File: src/rtl/fetch_ctrl.sv
// Purpose: instruction-fetch sequencer; owns the fetch PC, issues credit-limited
//   fetches, buffers in-order responses tagged with their PC, and flushes on redirect.
// Latency: grant at N, rvalid at N+1 (earliest), inst_valid_o at N+2 (registered FIFO).
// Backpressure: mem_req_o drops while in-flight + buffered == DEPTH; decode stalls via inst_ready_i.
// Ports: clk_i/rst_i (async active-low); redirect_i/redirect_pc_i branch redirect;
//   mem_req_o/mem_addr_o/mem_gnt_i request port; mem_rvalid_i/mem_rdata_i response;
//   inst_valid_o/inst_o/inst_pc_o/inst_ready_i decode handshake.
module fetch_ctrl #(
  parameter int          DEPTH    = 4,
  parameter logic [31:0] RESET_PC = 32'h0000_0000
) (
  input  logic        clk_i,
  input  logic        rst_i,
  input  logic        redirect_i,
  input  logic [31:0] redirect_pc_i,
  output logic        mem_req_o,
  output logic [31:0] mem_addr_o,
  input  logic        mem_gnt_i,
  input  logic        mem_rvalid_i,
  input  logic [31:0] mem_rdata_i,
  output logic        inst_valid_o,
  output logic [31:0] inst_o,
  output logic [31:0] inst_pc_o,
  input  logic        inst_ready_i
);

  localparam int             CW   = $clog2(DEPTH + 1);  // counters span 0..DEPTH
  localparam int             PW   = $clog2(DEPTH);      // pointers span 0..DEPTH-1
  localparam logic [PW-1:0]  LAST = PW'(DEPTH - 1);

  logic [31:0]   r_pc;
  logic [CW-1:0] r_infl;
  logic [CW-1:0] r_disc;
  logic [CW-1:0] r_cnt;
  logic [PW-1:0] r_wptr;
  logic [PW-1:0] r_rptr;
  logic [PW-1:0] r_qwptr;
  logic [PW-1:0] r_qrptr;
  logic [31:0]   r_fifo_pc   [DEPTH];
  logic [31:0]   r_fifo_inst [DEPTH];
  logic [31:0]   r_q_pc      [DEPTH];  // addresses of in-flight requests, oldest at r_qrptr

  logic [CW:0]   w_used;
  logic          w_credit;
  logic          w_gnt;
  logic          w_rsp;
  logic          w_drop;
  logic          w_wr;
  logic          w_pop;
  logic [CW-1:0] w_infl_nxt;
  logic [1:0]    w_unused_pc_lsb;

  function automatic logic [PW-1:0] inc(input logic [PW-1:0] p);
    return (p == LAST) ? '0 : p + PW'(1);
  endfunction

  // Credit uses registered state only, so the request never depends on gnt/redirect.
  assign w_used     = {1'b0, r_infl} + {1'b0, r_cnt};
  assign w_credit   = w_used < (CW+1)'(DEPTH);
  assign w_gnt      = w_credit & mem_gnt_i;
  // An rvalid with nothing outstanding is a protocol violation and is ignored.
  assign w_rsp      = mem_rvalid_i & (r_infl != '0);
  assign w_drop     = w_rsp & (r_disc != '0);
  // A response in the redirect cycle belongs to the old stream and is never stored.
  assign w_wr       = w_rsp & ~w_drop & ~redirect_i;
  assign w_pop      = (r_cnt != '0) & inst_ready_i;
  assign w_infl_nxt = r_infl + CW'(w_gnt) - CW'(w_rsp);

  assign w_unused_pc_lsb = redirect_pc_i[1:0];

  always_ff @(posedge clk_i or negedge rst_i) begin
    if (!rst_i) begin
      r_pc    <= RESET_PC;
      r_infl  <= '0;
      r_disc  <= '0;
      r_cnt   <= '0;
      r_wptr  <= '0;
      r_rptr  <= '0;
      r_qwptr <= '0;
      r_qrptr <= '0;
    end else begin
      if (w_gnt) begin
        r_pc    <= r_pc + 32'd4;
        r_qwptr <= inc(r_qwptr);
      end
      // The PC queue tracks every outstanding request, including ones to be discarded.
      if (w_rsp) r_qrptr <= inc(r_qrptr);
      r_infl <= w_infl_nxt;
      if (redirect_i) begin
        r_pc   <= {redirect_pc_i[31:2], 2'b00};
        r_disc <= w_infl_nxt;  // everything still outstanding after this edge is stale
        r_cnt  <= '0;
        r_wptr <= '0;
        r_rptr <= '0;
      end else begin
        r_disc <= r_disc - CW'(w_drop);
        r_cnt  <= r_cnt + CW'(w_wr) - CW'(w_pop);
        if (w_wr)  r_wptr <= inc(r_wptr);
        if (w_pop) r_rptr <= inc(r_rptr);
      end
    end
  end

  // Payload storage needs no reset: validity is carried entirely by the counters.
  always_ff @(posedge clk_i) begin
    if (w_gnt) r_q_pc[r_qwptr] <= r_pc;
    if (w_wr) begin
      r_fifo_pc[r_wptr]   <= r_q_pc[r_qrptr];
      r_fifo_inst[r_wptr] <= mem_rdata_i;
    end
  end

  assign mem_req_o    = w_credit;
  assign mem_addr_o   = r_pc;
  assign inst_valid_o = (r_cnt != '0);
  // Zero the head when empty so reset and flush never expose stale payload.
  assign inst_o       = inst_valid_o ? r_fifo_inst[r_rptr] : '0;
  assign inst_pc_o    = inst_valid_o ? r_fifo_pc[r_rptr]   : '0;

endmodule

File: config.mk
export PLATFORM = sky130hd
export DESIGN_NAME = fetch_ctrl
export DESIGN_NICKNAME = d
export VERILOG_FILES = /design/src/rtl/fetch_ctrl.sv
export SDC_FILE = /design/constraint.sdc
export NUM_CORES = 1
export LEC_CHECK = 0
export ABC_AREA = 1
export CAP_MARGIN = 20
export CORE_ASPECT_RATIO = 0.9
export CORE_UTILIZATION = 45
export CTS_CLUSTER_DIAMETER = 150
export DETAILED_ROUTE_END_ITERATION = 8
export PLACE_DENSITY = 0.65
export SLEW_MARGIN = 15
export SYNTH_ARGS = -nofsm -noshare
export SYNTH_HDL_FRONTEND = slang
export SYNTH_SLANG_ARGS = --single-unit
File: constraint.sdc
create_clock -name clk_i -period 5.7 [get_ports clk_i]
set_input_delay 1.71 -clock clk_i [delete_from_list [all_inputs] [get_ports clk_i]]
set_output_delay 1.71 -clock clk_i [all_outputs]
set_load 0.05 [all_outputs]
==> impl_metrics.json <==
{
  "cp-end-kind": "output port",
  "fmax_mhz": 209.8,
  "grt_pass1_vias": 10867,
  "clk_latency_ns": 0.54,
  "finalCritPeriodShare": 0.8362,
  "final_util": 0.5543,
  "synth_area_leaders": "edfxtp_1 (64%), nor2_1 (7.7%), dfrtp_1 (6.8%), o21ai_0 (5.6%), nand2_1 (3.5%)",
  "drc": 0,
  "wl_met1_um": 18150,
  "p_leak_nw": 7.429,
  "drt-initial-drc-count": 852,
  "synth_area_leader_cell": "edfxtp_1",
  "fin_tns_setup_ns": 0,
  "top_layer_used": "met4",
  "tightest_slew_ns": 0.9522,
  "avgSynthCellArea_sq_um": 11.47,
  "dieArea_sq_mm": 0.03934,
  "die_w_um": 209.0,
  "start_util": 0.4609,
  "synth_edf_count": 368,
  "n_fill_cell": 3128,
  "crit_arrival_ns": 3.06,
  "period_needed_ns": 4.766,
  "yosysMostFrequentCell": "edfxtp_1",
  "syn_area_sq_mm": 0.01735,
  "portBuffers": 161,
  "rsz0062_at_grt": "false",
  "ant_nets": 0,
  "cts.sinks": 415,
  "yosysWarnings": 0,
  "clk_pin_slew_ns": 0.06,
  "cts_setup_buffers": 0,
  "row_count": 67,
  "slew_viol_final": 0,
  "max_slew_margin": 0.3645,
  "post_drt_wl_per_cell_um": 17.60,
  "overflow": 0,
  "place_congestion": 0.8145,
  "cts_resized": 0,
  "ys_ff_latch": 415,
  "ys_seq_area_frac": 0.7048,
  "drive_gt1_frac": 0.07248,
  "vias": 11258,
  "antenna_found_initial": 0,
  "final_nets": 1758,
  "final_hold_viol_count": 0,
  "worstSetupStartpointType": "flop",
  "coreArea_sq_mm": 0.03764,
  "post-synth-top-area-fraction": 0.6370,
  "numCtsBuffers": 42,
  "cts_root_buf": "clkbuf_16",
  "grt_pass1_wl_um": 60710,
  "crit_path_max_fanout": 28,
  "clockBufferDepth": 3,
  "wl_met3_um": 2043,
  "cts_tree": "built",
  "cts_hold_buf": 0,
  "wl_met2_um": 17640,
  "io_pins": 168,
  "hold_class": "reg2reg",
  "cap_violations": 0,
  "ys_async_sr_fraction": 0.1133,
  "netlist_top_cells_count": "edfxtp_1 (368), nor2_1 (358), o21ai_0 (195), nand2_1 (164), a21oi_1 (67)",
  "finalSetupViolCount": 0,
  "whs_ns": 0.5510,
  "p_per_area_mw_per_mm2": 547.5,
  "h-tree-depth": 2,
  "path_class": "reg2out",
  "synthCells": 1513,
  "power_w": 0.01142,
  "worstPathRequired_ns": 3.99,
  "syn2layout_area_growth_pct": 20.27,
  "antennaDiodeCount": 0,
  "grt_use_total": 0.1975,
  "first_pass_iters": 5,
  "routed_via_density": 5.164,
  "ir_drop_v": 0.0002645,
  "die_h_um": 188.3,
  "hpwlAfterDp_um": 22940,
  "yosys.cell_types.count": 37,
  "ys.flop_type": "edfxtp_1",
  "grt_max_degree": 127,
  "wl_um": 38370,
  "outcome": "finished, final reports clean",
  "fin_worst_skew_ns": 0.01962
}
worst max-delay path, stage by stage (launching register included):
cell             delay (ns)
dfrtp_1                0.44
nor2_1                 0.12
inv_1                  0.09
nor2_4                 0.66
buf_4                  0.37
a21oi_1                0.07
clkdlybuf4s50_1        0.74
report_power, final:
part,switching [W],internal (W)
logic,0.00321,0.00133
clock network,0.00110,0.00153
registers,0.000319,0.00393
routing by layer:
metal	vias to the layer above	track usage
met2	314	0.3138
met3	39	0.03100
met4	0	0.04383
met5	-	0
met1	5347	0.2873
li1	5558	-
metrics by stage:
step	cells	cell area [sq um]	setup slack, ns
final	2180	20870	0.9335
after global routing	2180	20870	0.7467
after CTS	2180	20870	0.8631
after detailed placement	2106	19550	1.447
after global placement	2106	19550	1.465
after floorplan	1516	17360	0.4315
sequential cells by signal, indices dropped and copies added (netlist names), 3 cells and up:
| register | flops |
|---|---|
| r_fifo_inst | 128 |
| r_fifo_pc | 120 |
| r_q_pc | 120 |
| mem_addr_o | 30 |
| r_cnt | 3 |
| r_disc | 3 |
| r_infl | 3 |
worst paths after layout:
check | from | cells after the start | slack (ns) | end
min in group asynchronous | rst_i | 1 | 1.14 | mem_addr_o[24]
worst min register to register | r_wptr[1] | 2 | 0.55 | r_wptr[1]
max in group asynchronous | rst_i | 2 | 3.77 | r_rptr[0]
worst max-delay path | r_cnt[1] | 6 | 0.93 | inst_pc_o[30]
worst min-delay path | r_wptr[1] | 2 | 0.55 | r_wptr[1]
worst max register to register | r_infl[2] | 10 | 2.84 | r_disc[2]
cell families (layout without fill, tap and decap cells):
kind of cell	count (synthesis)	after routing	synth area share
adders and majority gates	21	21	0.01601
AOI/OAI and AO/OA	303	303	0.09124
DFF	415	415	0.7048
xor gates and xnor gates	10	10	0.005049
other	1	4	0.0002162
buffers and inverters	153	334	0.03859
and+or+nand+nor	610	610	0.1441
layout by cell type, fill, tap and decap left out, types with 10 or more instances in the layout:
cell | synthesis | routed
edfxtp_1 | 368 | 368
buf_4 | 10 | 17
inv_1 | 66 | 66
o22ai_1 | 30 | 30
ha_1 | 19 | 19
dfrtp_1 | 47 | 45
nor2_1 | 358 | 349
o21ai_0 | 195 | 195
buf_12 | 0 | 10
clkbuf_16 | 0 | 43
nand2_1 | 164 | 164
nand3_1 | 64 | 64
a21oi_1 | 67 | 67
clkdlybuf4s50_1 | 0 | 160
final cells by class:
type,count,area [sq um],area share
multi-input combinational,948,4511,0.2162
tap,483,604.3,0.02896
sequential,415,12230,0.5862
timing repair buffer,188,1934,0.09271
clock buffer,49,1109,0.05313
inverter,72,270.3,0.01295
clock inverter,25,205.2,0.009835
(Power assumes the default switching activity.)
